===== config.mk =====
export PLATFORM = sky130hd
export DESIGN_NAME = load_store_unit_flat
export DESIGN_NICKNAME = d
export VERILOG_FILES = /design/src/rtl/load_store_unit_if.sv /design/src/rtl/load_store_unit.sv /design/src/flat_wrapper.sv
export SDC_FILE = /design/constraint.sdc
export NUM_CORES = 1
export LEC_CHECK = 0
export ABC_CLOCK_PERIOD_IN_PS = 4800
export BUFFER_PORTS_ARGS = -buffer_cell sky130_fd_sc_hd__buf_2
export CORE_MARGIN = 1.5
export CORE_UTILIZATION = 55
export DETAILED_ROUTE_END_ITERATION = 10
export PLACE_DENSITY = 0.83
export SYNTH_ARGS = -nofsm -noshare
export SYNTH_HDL_FRONTEND = slang
export SYNTH_SLANG_ARGS = --single-unit

===== constraint.sdc =====
create_clock -name clk -period 4.8 [get_ports clk]
set_clock_uncertainty 0.2 [all_clocks]
set_input_delay 0.48 -clock clk [delete_from_list [all_inputs] [get_ports clk]]
set_output_delay 0.48 -clock clk [all_outputs]
set_load 0.02 [all_outputs]

===== src/rtl/load_store_unit_if.sv =====
// Request/response handshake and word-memory bus between the MEM stage,
// the load/store unit and the data memory.
interface load_store_unit_if;
  logic        req_valid;
  logic        req_ready;
  logic        req_we;
  logic [1:0]  req_size;
  logic        req_unsigned;
  logic [31:0] req_addr;
  logic [31:0] req_wdata;
  logic        resp_valid;
  logic        resp_ready;
  logic [31:0] resp_rdata;
  logic        resp_err;
  logic [31:0] dm_addr;
  logic [31:0] dm_wd;
  logic        dm_we;
  logic [31:0] dm_rd;

  modport slave (
    input  req_valid, req_we, req_size, req_unsigned, req_addr, req_wdata,
    input  resp_ready, dm_rd,
    output req_ready, resp_valid, resp_rdata, resp_err,
    output dm_addr, dm_wd, dm_we
  );

  modport master (
    output req_valid, req_we, req_size, req_unsigned, req_addr, req_wdata,
    output resp_ready, dm_rd,
    input  req_ready, resp_valid, resp_rdata, resp_err,
    input  dm_addr, dm_wd, dm_we
  );
endinterface


===== src/rtl/load_store_unit.sv =====
// Memory-stage load/store unit: word-index translation, sub-word extension,
// read-modify-write for byte/half stores and alignment/range error checking.
module load_store_unit #(
  parameter int DM_WORDS = 32
) (
  input logic clk,
  input logic rst,
  load_store_unit_if.slave bus
);

  typedef enum logic [1:0] {IDLE, ACCESS, WRITE, RESP} state_t;

  state_t      state;
  logic        we_q;
  logic [1:0]  size_q;
  logic        unsigned_q;
  logic [1:0]  lane_q;
  logic [15:0] wdata_q;
  logic [31:0] addr_q;
  logic [31:0] wd_q;
  logic        we_out_q;
  logic        resp_valid_q;
  logic [31:0] resp_rdata_q;
  logic        resp_err_q;

  logic        req_err;
  logic [7:0]  lane_byte;
  logic [15:0] lane_half;
  logic [31:0] load_data;
  logic [31:0] merged;

  always_comb begin
    req_err = 1'b0;
    if (bus.req_size == 2'b11) req_err = 1'b1;
    if (bus.req_size == 2'b01 && bus.req_addr[0]) req_err = 1'b1;
    if (bus.req_size == 2'b10 && bus.req_addr[1:0] != 2'b00) req_err = 1'b1;
    if ({2'b00, bus.req_addr[31:2]} >= 32'(DM_WORDS)) req_err = 1'b1;
  end

  always_comb begin
    lane_byte = bus.dm_rd[{lane_q, 3'b000} +: 8];
    lane_half = lane_q[1] ? bus.dm_rd[31:16] : bus.dm_rd[15:0];
    case (size_q)
      2'b00:   load_data = unsigned_q ? {24'h0, lane_byte} : {{24{lane_byte[7]}}, lane_byte};
      2'b01:   load_data = unsigned_q ? {16'h0, lane_half} : {{16{lane_half[15]}}, lane_half};
      default: load_data = bus.dm_rd;
    endcase
  end

  // The merge word is the current memory word with only the addressed lane(s) replaced.
  always_comb begin
    merged = bus.dm_rd;
    if (size_q == 2'b00)
      merged[{lane_q, 3'b000} +: 8] = wdata_q[7:0];
    else
      merged[{lane_q[1], 4'b0000} +: 16] = wdata_q;
  end

  always_ff @(posedge clk) begin
    if (rst) begin
      state        <= IDLE;
      we_q         <= 1'b0;
      size_q       <= 2'b00;
      unsigned_q   <= 1'b0;
      lane_q       <= 2'b00;
      wdata_q      <= 16'h0;
      addr_q       <= 32'h0;
      wd_q         <= 32'h0;
      we_out_q     <= 1'b0;
      resp_valid_q <= 1'b0;
      resp_rdata_q <= 32'h0;
      resp_err_q   <= 1'b0;
    end else begin
      case (state)
        IDLE: begin
          if (bus.req_valid) begin
            we_q       <= bus.req_we;
            size_q     <= bus.req_size;
            unsigned_q <= bus.req_unsigned;
            lane_q     <= bus.req_addr[1:0];
            wdata_q    <= bus.req_wdata[15:0];
            if (req_err) begin
              state        <= RESP;
              resp_valid_q <= 1'b1;
              resp_err_q   <= 1'b1;
              resp_rdata_q <= 32'h0;
            end else begin
              state    <= ACCESS;
              addr_q   <= {2'b00, bus.req_addr[31:2]};
              we_out_q <= bus.req_we && bus.req_size == 2'b10;
              wd_q     <= (bus.req_we && bus.req_size == 2'b10) ? bus.req_wdata : 32'h0;
            end
          end
        end
        ACCESS: begin
          if (we_q && size_q != 2'b10) begin
            state    <= WRITE;
            wd_q     <= merged;
            we_out_q <= 1'b1;
          end else begin
            state        <= RESP;
            resp_valid_q <= 1'b1;
            resp_rdata_q <= we_q ? 32'h0 : load_data;
            addr_q       <= 32'h0;
            wd_q         <= 32'h0;
            we_out_q     <= 1'b0;
          end
        end
        WRITE: begin
          state        <= RESP;
          resp_valid_q <= 1'b1;
          resp_rdata_q <= 32'h0;
          addr_q       <= 32'h0;
          wd_q         <= 32'h0;
          we_out_q     <= 1'b0;
        end
        RESP: begin
          if (bus.resp_ready) begin
            state        <= IDLE;
            resp_valid_q <= 1'b0;
            resp_rdata_q <= 32'h0;
            resp_err_q   <= 1'b0;
          end
        end
        default: state <= IDLE;
      endcase
    end
  end

  // Gating with rst keeps a write from committing at the same edge that resets the unit.
  assign bus.req_ready  = (state == IDLE) && !rst;
  assign bus.dm_we      = we_out_q && !rst;
  assign bus.dm_addr    = addr_q;
  assign bus.dm_wd      = wd_q;
  assign bus.resp_valid = resp_valid_q;
  assign bus.resp_rdata = resp_rdata_q;
  assign bus.resp_err   = resp_err_q;

endmodule


===== src/flat_wrapper.sv =====
// flat-port wrapper written by rule: the top's interface ports become plain ports
module load_store_unit_flat 
#(
  parameter int DM_WORDS = 32
)
  (clk, rst, bus_req_valid, bus_req_we, bus_req_size, bus_req_unsigned, bus_req_addr, bus_req_wdata, bus_resp_ready, bus_dm_rd, bus_req_ready, bus_resp_valid, bus_resp_rdata, bus_resp_err, bus_dm_addr, bus_dm_wd, bus_dm_we);
  load_store_unit_if bus_i ();
  input logic clk;
  input logic rst;
  input wire logic [$bits(bus_i.req_valid)-1:0] bus_req_valid;
  input wire logic [$bits(bus_i.req_we)-1:0] bus_req_we;
  input wire logic [$bits(bus_i.req_size)-1:0] bus_req_size;
  input wire logic [$bits(bus_i.req_unsigned)-1:0] bus_req_unsigned;
  input wire logic [$bits(bus_i.req_addr)-1:0] bus_req_addr;
  input wire logic [$bits(bus_i.req_wdata)-1:0] bus_req_wdata;
  input wire logic [$bits(bus_i.resp_ready)-1:0] bus_resp_ready;
  input wire logic [$bits(bus_i.dm_rd)-1:0] bus_dm_rd;
  output wire logic [$bits(bus_i.req_ready)-1:0] bus_req_ready;
  output wire logic [$bits(bus_i.resp_valid)-1:0] bus_resp_valid;
  output wire logic [$bits(bus_i.resp_rdata)-1:0] bus_resp_rdata;
  output wire logic [$bits(bus_i.resp_err)-1:0] bus_resp_err;
  output wire logic [$bits(bus_i.dm_addr)-1:0] bus_dm_addr;
  output wire logic [$bits(bus_i.dm_wd)-1:0] bus_dm_wd;
  output wire logic [$bits(bus_i.dm_we)-1:0] bus_dm_we;
  assign bus_i.req_valid = bus_req_valid;
  assign bus_i.req_we = bus_req_we;
  assign bus_i.req_size = bus_req_size;
  assign bus_i.req_unsigned = bus_req_unsigned;
  assign bus_i.req_addr = bus_req_addr;
  assign bus_i.req_wdata = bus_req_wdata;
  assign bus_i.resp_ready = bus_resp_ready;
  assign bus_i.dm_rd = bus_dm_rd;
  assign bus_req_ready = bus_i.req_ready;
  assign bus_resp_valid = bus_i.resp_valid;
  assign bus_resp_rdata = bus_i.resp_rdata;
  assign bus_resp_err = bus_i.resp_err;
  assign bus_dm_addr = bus_i.dm_addr;
  assign bus_dm_wd = bus_i.dm_wd;
  assign bus_dm_we = bus_i.dm_we;
  load_store_unit #(.DM_WORDS(DM_WORDS)) u_core (.clk(clk), .rst(rst), .bus(bus_i));
endmodule

==> summary.txt, run 1 <==
Power and ir drop
  – Power Dens Cells: approximately 560 nW/um^2
  – Leakage: approximately 3.4 nW
  – Peak supply drop: approximately 0.34 mV

Floorplan
  – Die ar.: 11800 um^2
  – I/O pin cnt: 204
  – Die span in x: 109 um
  – Initial Util: between 50% and 60%
  – Die Y: 109 um
  – FP Rows: 38
  – Core area: around 11000 um^2

GRT
  – First-pass GRT wire length: 31400 um
  – Largest net degree at the start of global routing: approximately 50
  – Initial antenna violation count: 0
  – GRT Overall Usage: 35.3%
  – Vias in the first global route: 5998
  – Remaining global-route overflow: 0

Placement
  – Placement Cell Area: 7150 um^2
  – Placed cell count: 1001
  – HPWL after detailed placement: 14900 um
  – PortBufs: 201
  – Gpl congestion: roughly 0.98

Cells and area
  – Commonest non-fill, non-tap cell in the layout: buf_2
  – Final #Nets: about 1000
  – Share of layout cells above drive strength 1: ~30%
  – Final Non-Filler Cells: around 1100
  – Most frequent cells in the layout: buf_2, dfxtp_1, nand2_1, a21oi_1, a211oi_1
  – Area Overhead vs Synth: 29.9%
  – Final Instance Area: 7960 um^2
  – Ant diodes: 0

Synthesis
  – Mapped cell area: approximately 6100 um^2
  – Synth Area per Inst: roughly 8.6 um^2
  – Synth Warn #: 0
  – #FFs+latches synth: between 100 and 150
  – Number of synthesized flops with an enable pin: 0
  – Ys flop type: dfxtp_1
  – Synthesized instance count: 710
  – Asr flop ratio synth: 0%
  – Seq/Total Area, Yosys: 39.5%
  – Synth unique cells: 58

Route
  – DRC Markers: 0
  – Drt wl/cell: between 15 and 20 um
  – WL met1: 8020 um
  – Drt pass-1 iters: 6
  – Routed Antenna Nets: 0
  – Routed wl met2: 9700 um
  – Post-Route WL: ~21000 um
  – DR WL met3: around 2000 um
  – Via count: 6440
  – Via density: 6.09
  – Initial drt markers: 475
  – DR top layer: met4

Clock network
  – H-tree depth: 4
  – CTS Hold Bufs: 25
  – Worst-skew pair later-pin latency: between 0.5 and 0.6 ns
  – Clock buffer depth: 2
  – Post-CTS Resized: 0
  – Setup repair bufs after CTS: 0
  – TritonCTS Buffers: 17
  – Clk sinks: approximately 120
  – Clock Pin Slew Worst Setup and Hold Paths: 0.06 ns
  – CTS Root Cell: clkbuf_8
  – CTS tree: yes

Setup path
  – WP data arrival: 3.55 ns
  – Critical path type: reg2reg
  – Critical Path End Type: flip-flop
  – Setup crit start kind: flip-flop
  – Max Fanout on Critical Path: 11
  – Reg-to-reg setup timing slack: 1.50 ns
  – CP required: about 5.1 ns

STA
  – Fin. max-slew vios: 0
  – Fin crit period: ~3.3 ns
  – Setup violators final: 0
  – FMAX: 303 MHz
  – Setup TNS: 0 ns
  – Max-slew headroom: 13.2%
  – Final Hold Slack: 0.0201 ns
  – Final worst-path cycle share: between 60% and 70%
  – Fin. Hold Viols: 0
  – Slew @ Worst Pin: 1.28 ns
  – RSZ-0062 raised after global routing: false

Run status
  – Status: completed

Min path
  – Hold Path Class: in2reg

Flow run
  – Max-Cap Viols: 0
==> report_power, final <==
| group | switching [W] | total (W) | internal [W] |
|---|---|---|---|
| sequential | 0.000174 | 0.00142 | 0.00124 |
| combinational | 0.00118 | 0.00187 | 0.000685 |
| clock | 0.000499 | 0.00117 | 0.000675 |
==> cells in the mapped netlist, types with 3 or more instances <==
cell type  number  area (um^2)
a22o_1          5         43.8
a221o_1         5         50.1
mux2_2         11          124
mux2i_1        46          460
a221oi_1       31          272
nand4_1         3         18.8
and2_1         36          225
clkbuf_1       39          146
ha_1            9          113
nand3_1        15         75.1
a211oi_1       47          353
o221ai_1        6         52.6
o21ai_0        12         60.1
dfxtp_1       121         2420
nand2b_1       41          257
inv_1          24         90.1
nor2_1         21         78.8
o32ai_1         3         26.3
buf_2          12         60.1
nor2b_1         4         25.0
nor4_1          5         31.3
a21oi_1        53          265
a31oi_1         4         25.0
nand2_1        70          263
buf_1           7         26.3
nor3_1         39          195
==> cell families (layout without fill, tap and decap cells) <==
logic type | Yosys count | in the layout | synth area share (%)
simple gates | 249 | 249 | 21.3
compound gates | 185 | 185 | 21.3
flops | 121 | 121 | 39.5
buf+inv | 85 | 292 | 5.70
mux | 60 | 60 | 10.3
fa+ha+maj | 9 | 9 | 1.84
other cells | 1 | 2 | 0.0612
==> critical path, stage by stage (launching register included) <==
cell and delay, ns:
dfxtp_1 0.53, inv_1 0.19, ha_1 0.38, nor4bb_1 1.08, a221oi_1 0.20, a211oi_1 0.34, a21oi_1 0.07, a211oi_1 0.23
==> registers in the layout (all words and copies together) (netlist names) <==
| register | cells |
|---|---|
| u_core.bus.dm_wd | 32 |
| u_core.bus.resp_rdata | 32 |
| u_core.bus.dm_addr | 30 |
| u_core.wdata_q | 16 |
| u_core.lane_q | 2 |
| u_core.size_q | 2 |
| u_core.state | 2 |
| u_core.bus.resp_err | 1 |
| u_core.bus.resp_valid | 1 |
| u_core.unsigned_q | 1 |
| u_core.we_out_q | 1 |
| u_core.we_q | 1 |
==> stage by stage <==
stage               power, W  worst slack [ns]  utilization [%]
floorplan            0.00271              2.39                -
global placement     0.00319              1.78             66.0
detailed placement   0.00325              1.66             66.0
CTS                  0.00444              1.65             73.4
global route         0.00468              1.25             73.4
finish               0.00446              1.50             73.4
==> path summary, 6_finish.rpt <==
| kind | from | end | cells after the start |
|---|---|---|---|
| worst max-delay path | u_core.lane_q[0]$_SDFFE_PP0P_ | u_core.bus.dm_wd[28]$_SDFFE_PP0P_ | 7 |
| worst max register to register | u_core.lane_q[0]$_SDFFE_PP0P_ | u_core.bus.dm_wd[28]$_SDFFE_PP0P_ | 7 |
| worst min-delay path | bus_req_wdata[4] | u_core.wdata_q[4]$_SDFFE_PP0P_ | 3 |
| worst min register to register | u_core.bus.dm_addr[10]$_SDFFE_PP0P_ | u_core.bus.dm_addr[10]$_SDFFE_PP0P_ | 1 |
==> layer usage <==
metal	up-vias	track usage, %
met3	73	8.08
met4	0	20.1
li1	2973	-
met2	401	58.4
met5	-	0
met1	2993	42.2
==> layout make-up <==
cell class | count | area, um^2
repair buffers | 236 | 1330
well taps | 140 | 175
clock inverters | 13 | 110
fillers | 830 | 2890
multi-input cells | 505 | 3380
flip-flops and latches | 121 | 2420
inverters | 24 | 90.1
clock buffers | 19 | 442
No activity file was read; power rests on OpenSTA's default activity.
==> inputs of run 2 (changes only) <==
--- a/config.mk
+++ b/config.mk
@@ -5,12 +5,12 @@
 export SDC_FILE = /design/constraint.sdc
 export NUM_CORES = 1
 export LEC_CHECK = 0
-export ABC_CLOCK_PERIOD_IN_PS = 4800
+export ABC_CLOCK_PERIOD_IN_PS = 3400
 export BUFFER_PORTS_ARGS = -buffer_cell sky130_fd_sc_hd__buf_2
 export CORE_MARGIN = 1.5
-export CORE_UTILIZATION = 55
+export CORE_UTILIZATION = 51
 export DETAILED_ROUTE_END_ITERATION = 10
-export PLACE_DENSITY = 0.83
+export PLACE_DENSITY = 0.78
 export SYNTH_ARGS = -nofsm -noshare
 export SYNTH_HDL_FRONTEND = slang
 export SYNTH_SLANG_ARGS = --single-unit
==> constraint.sdc (replaced) <==
create_clock -name clk -period 3.4 [get_ports clk]
set_clock_uncertainty 0.2 [all_clocks]
set_input_delay 0.34 -clock clk [delete_from_list [all_inputs] [get_ports clk]]
set_output_delay 0.34 -clock clk [all_outputs]
set_load 0.02 [all_outputs]
==> summary.txt, run 2 (synthesis results as in run 1) <==
Clock network
  – CTS Hold Bufs: 23
  – CTS Root Cell: clkbuf_16
  – Clk sinks: 121
  – H-tree depth: 4
  – TritonCTS Buffers: 17
  – Clock buffer depth: 2
  – Post-CTS Resized: 0
  – Setup repair bufs after CTS: 0
  – CTS tree: yes
  – Worst-skew pair later-pin latency: 0.41 ns
  – Clock Pin Slew Worst Setup and Hold Paths: 0.06 ns

Setup path
  – Worst stage delay on the critical path: 0.36 ns
  – Critical-path cell list: inv_1 -> ha_1 -> inv_1 -> o22ai_1 -> nor2_1 -> a21boi_2 -> buf_4 -> mux2_1
  – Reg-to-reg setup timing slack: 0.66 ns
  – Slowest-stage cell, CP: dfxtp_1
  – CP required: 3.49 ns
  – Critical Path End Type: flip-flop
  – WP data arrival: 2.83 ns
  – Critical path type: reg2reg
  – Max Fanout on Critical Path: 21
  – Worst Reg2Reg Path Length in Cells: 8
  – Setup crit start kind: flip-flop
  – Cell mode on critical path: inv_1

Floorplan
  – Initial Util: 53.0%
  – FP Rows: 39
  – I/O pin cnt: 204
  – Die ar.: approximately 13000 um^2
  – Die span in x: around 110 um
  – Die Y: 113 um
  – Core area: about 12000 um^2

Cells and area
  – Ant diodes: 0
  – Share of layout cells above drive strength 1: approximately 30%
  – Area Overhead vs Synth: 30.5%
  – Finished Core Util: about 69%
  – Most frequent cells in the layout: buf_2, dfxtp_1, nand2_1, a21oi_1, a211oi_1
  – Final #Nets: approximately 1000
  – Layout fillers: 933
  – Commonest non-fill, non-tap cell in the layout: buf_2
  – Final Non-Filler Cells: 1067

Power and ir drop
  – Leakage: 3.44 nW
  – Total power: 0.00634 W
  – Peak supply drop: 0.385 mV
  – Power Dens Cells: 794 nW/um^2

GRT
  – Vias in the first global route: 6075
  – First-pass GRT wire length: 32000 um
  – Remaining global-route overflow: 0
  – Largest net degree at the start of global routing: 56
  – Met3 Use GR: under 10%
  – Initial antenna violation count: 0
  – GRT Overall Usage: 32.6%
  – M2 GR Usage: 54.6%
  – Busiest grt layer: met2
  – Met1 GRT Util: 40.0%

Route
  – Drt pass-1 iters: 5
  – DRC Markers: 0
  – Post-Route WL: around 21000 um
  – Drt wl/cell: 19.9 um
  – Via count: 6343
  – Routed Antenna Nets: 0
  – Via density: 5.94
  – Initial drt markers: a little under 500

STA
  – FMAX: 365 MHz
  – Slew @ Worst Pin: ~1.1 ns
  – Fin. max-slew vios: 0
  – Setup violators final: 0
  – Final worst-path cycle share: between 80% and 90%
  – RSZ-0062 raised after global routing: false
  – Max-slew headroom: between 20% and 30%
  – Fin. Hold Viols: 0
  – Setup TNS: 0 ns
  – Fin crit period: around 2.7 ns

Flow run
  – Max-Cap Viols: 0

Run status
  – Status: completed

Placement
  – Placed cell count: ~1000
  – Gpl congestion: 0.981
  – HPWL after detailed placement: 15200 um
  – PortBufs: roughly 200

Min path
  – WHS Path Cells: 3
  – Hold Path Class: in2reg
-- run 2: cell type report --
type                            count  area [um^2]  area share (%)
Multi-Input combinational cell    505         3380            42.3
Tap cell                          143          179            2.24
Clock inverter                     14          108            1.35
Sequential cell                   121         2420            30.3
Inverter                           24         90.1            1.13
Timing Repair Buffer              242         1370            17.2
Clock buffer                       18          439            5.49
-- run 2: final timing paths --
kind                                              end                           startpoint
hold / removal               u_core.we_q$_SDFFE_PP0P_                           bus_req_we
setup reg to reg   u_core.bus.resp_valid$_SDFFE_PP0P_         u_core.state[0]$_SDFFE_PP0P_
hold reg to reg   u_core.bus.dm_addr[13]$_SDFFE_PP0P_  u_core.bus.dm_addr[13]$_SDFFE_PP0P_
setup / recovery   u_core.bus.resp_valid$_SDFFE_PP0P_         u_core.state[0]$_SDFFE_PP0P_
-- run 2: power by group --
part / internal, W / total [W] / switching, W / leakage [nW]
Combinational: 0.000983 / 0.00268 / 0.00170 / 2.17
Sequential: 0.00176 / 0.00199 / 0.000238 / 0.985
Clock: 0.000963 / 0.00167 / 0.000705 / 0.276
-- run 2: layer usage --
layer,share of wire [%],vias up
met5,0,-
met2,47,364
met4,4.4,0
met1,40,2935
li1,-,2981
met3,8.5,63
-- run 2: critical path, delay by kind of cell (launching register included) --
kind                     cells  cell delay [ns]
multiplexers                 1             0.36
flip-flops                   1             0.36
AND/OR/NAND/NOR              1             0.31
adder cells (fa/ha/maj)      1             0.29
AO/OA/AOI/OAI                2             0.44
buffers and inverters        3             0.66
-- run 2: through the flow --
step,setup slack [ns],hold WS [ns],area [um^2]
final,0.660,0.0111,7990
after global routing,0.482,0.00476,7990
after CTS,0.667,0.00254,7990
after detailed placement,0.712,0.239,7220
after global placement,0.800,0.236,7220
after floorplan,0.993,0.248,6130
==> inputs of run 3 (changes only) <==
--- a/config.mk
+++ b/config.mk
@@ -5,7 +5,7 @@
 export SDC_FILE = /design/constraint.sdc
 export NUM_CORES = 1
 export LEC_CHECK = 0
-export ABC_CLOCK_PERIOD_IN_PS = 3400
+export ABC_CLOCK_PERIOD_IN_PS = 2900
 export BUFFER_PORTS_ARGS = -buffer_cell sky130_fd_sc_hd__buf_2
 export CORE_MARGIN = 1.5
 export CORE_UTILIZATION = 51
==> constraint.sdc (replaced) <==
create_clock -name clk -period 2.9 [get_ports clk]
set_clock_uncertainty 0.2 [all_clocks]
set_input_delay 0.29 -clock clk [delete_from_list [all_inputs] [get_ports clk]]
set_output_delay 0.29 -clock clk [all_outputs]
set_load 0.02 [all_outputs]
==> summary.txt, run 3 (synthesis results as in run 1) <==
Setup path
  – Cell mode on critical path: a211oi_1
  – Critical path type: reg2reg
  – Worst setup startpoint: u_core.lane_q[1]$_SDFFE_PP0P_
  – Worst Reg2Reg Path Length in Cells: 8
  – WP data arrival: 2.85 ns
  – Setup crit start kind: flip-flop
  – Critical Path End Type: flip-flop
  – Worst stage delay on the critical path: 0.56 ns
  – R2R Path End: u_core.bus.dm_wd[28]$_SDFFE_PP0P_
  – Reg-to-reg setup timing slack: ~0.18 ns
  – Worst Setup EP: u_core.bus.dm_wd[28]$_SDFFE_PP0P_
  – RR Startpoint: u_core.lane_q[1]$_SDFFE_PP0P_
  – Critical-path cell list: inv_1 -> ha_1 -> nor4bb_1 -> buf_4 -> a221oi_1 -> a211oi_1 -> a21oi_1 -> a211oi_1
  – CP required: 3.03 ns
  – Max Fanout on Critical Path: 8
  – Slowest-stage cell, CP: a211oi_1

Clock network
  – TritonCTS Buffers: 17
  – H-tree depth: 4
  – CTS tree: yes
  – Clock buffer depth: 2
  – Setup repair bufs after CTS: 0
  – Post-CTS Resized: 0
  – CTS Root Cell: clkbuf_16
  – Clock Pin Slew Worst Setup and Hold Paths: 0.06 ns
  – Clk sinks: 121
  – Worst-skew pair later-pin latency: 0.43 ns
  – CTS Hold Bufs: 27

GRT
  – GRT Overall Usage: 32.8%
  – Initial antenna violation count: 0
  – Largest net degree at the start of global routing: 50
  – Vias in the first global route: 6122
  – First-pass GRT wire length: roughly 32000 um
  – Remaining global-route overflow: 0

Route
  – Via count: 6331
  – Drt wl/cell: 19.2 um
  – Initial drt markers: slightly above 600
  – DRC Markers: 0
  – Drt pass-1 iters: 5
  – Post-Route WL: 20700 um
  – Via density: approximately 5.9
  – Routed Antenna Nets: 0

Floorplan
  – Initial Util: 53.0%
  – Core area: 11600 um^2
  – Die Y: 113 um
  – FP Rows: 39
  – Die span in x: 113 um
  – I/O pin cnt: roughly 200
  – Die ar.: roughly 13000 um^2

Cells and area
  – Share of layout cells above drive strength 1: 30.0%
  – Area Overhead vs Synth: 32.2%
  – Commonest non-fill, non-tap cell in the layout: buf_2
  – Final #Nets: about 1000
  – Ant diodes: 0
  – Most frequent cells in the layout: buf_2, dfxtp_1, nand2_1, a21oi_1, a211oi_1

STA
  – Slew @ Worst Pin: 1.10 ns
  – RSZ-0062 raised after global routing: false
  – Fin crit period: 2.72 ns
  – FMAX: 368 MHz
  – Max-slew headroom: 26.2%
  – Fin. max-slew vios: 0
  – Setup TNS: 0 ns
  – Final worst-path cycle share: 93.8%
  – Setup violators final: 0
  – Fin. Hold Viols: 0

Power and ir drop
  – Peak supply drop: 0.524 mV
  – Power Dens Cells: a little over 900 nW/um^2
  – Leakage: 3.48 nW
  – Total power: 0.00750 W

Flow run
  – Max-Cap Viols: 0

Min path
  – Hold Path Class: in2reg

Placement
  – PortBufs: 201
  – HPWL after detailed placement: 15000 um
  – Gpl congestion: 0.957

Run status
  – Status: completed
run 3: cell types whose count changed in the layout (fill, tap and decap cells not counted), sizes merged:
| cell | previous run | this run |
|---|---|---|
| clkinvlp | 0 | 3 |
| clkbuf | 18 | 17 |
| dlygate4sd3 | 23 | 27 |
| bufinv | 0 | 1 |
| clkinv | 7 | 2 |
| inv | 31 | 33 |
| buf | 219 | 223 |
run 3: per-layer routing:
metal	wire, um	vias to the layer above	global-route usage [%]
met5	0	-	0
met4	828	0	15.0
met3	1670	61	6.53
met2	9940	321	55.1
met1	8230	2953	40.7
li1	-	2996	-
run 3: how the worst min path moves through the flow:
stage                                              startpoint                                   to  slack (ns)  depth (start not counted)
after floorplan                               bus_req_addr[2]   u_core.bus.dm_addr[0]$_SDFFE_PP0P_        0.22                          1
after global placement    u_core.bus.dm_addr[17]$_SDFFE_PP0P_  u_core.bus.dm_addr[17]$_SDFFE_PP0P_        0.24                          1
after detailed placement  u_core.bus.dm_addr[10]$_SDFFE_PP0P_  u_core.bus.dm_addr[10]$_SDFFE_PP0P_        0.24                          1
after CTS                                      bus_resp_ready     u_core.bus.resp_err$_SDFFE_PP0P_       0.001                          4
after global routing                        bus_req_wdata[30]    u_core.bus.dm_wd[30]$_SDFFE_PP0P_        0.03                          3
final                                          bus_resp_ready     u_core.bus.resp_err$_SDFFE_PP0P_        0.01                          4
run 3: where the power goes:
group	total [W]	switching (W)	internal, W
clock network	0.00208	0.000868	0.00121
logic	0.00310	0.00194	0.00116
registers	0.00232	0.000258	0.00206
run 3: final cells by class:
type | count | area, um^2
flip-flops and latches | 121 | 2420
clock inverters | 15 | 156
clock buffers | 17 | 425
well taps | 143 | 179
multi-input cells | 505 | 3380
inverters | 24 | 90.1
repair buffers | 250 | 1440
fillers | 902 | 3470
run 3: per-stage QoR:
step	area (um^2)	instances	hold slack (ns)	setup slack (ns)	utilization [%]
floorplan	6130	711	0.216	0.493	-
global placement	7250	1016	0.236	0.364	62.7
detailed placement	7250	1016	0.239	0.246	62.7
CTS	8100	1075	0.00129	0.299	70.0
global route	8100	1075	0.0264	0.102	70.0
finish	8100	1075	0.0110	0.181	70.0
run 3: critical path, delay by kind of cell, from the launching register on:
kind,cells,cell delay (ns)
AO/OA/AOI/OAI,4,1.02
adder cells (fa/ha/maj),1,0.33
buffers and inverters,2,0.43
flip-flops,1,0.32
AND/OR/NAND/NOR,1,0.32
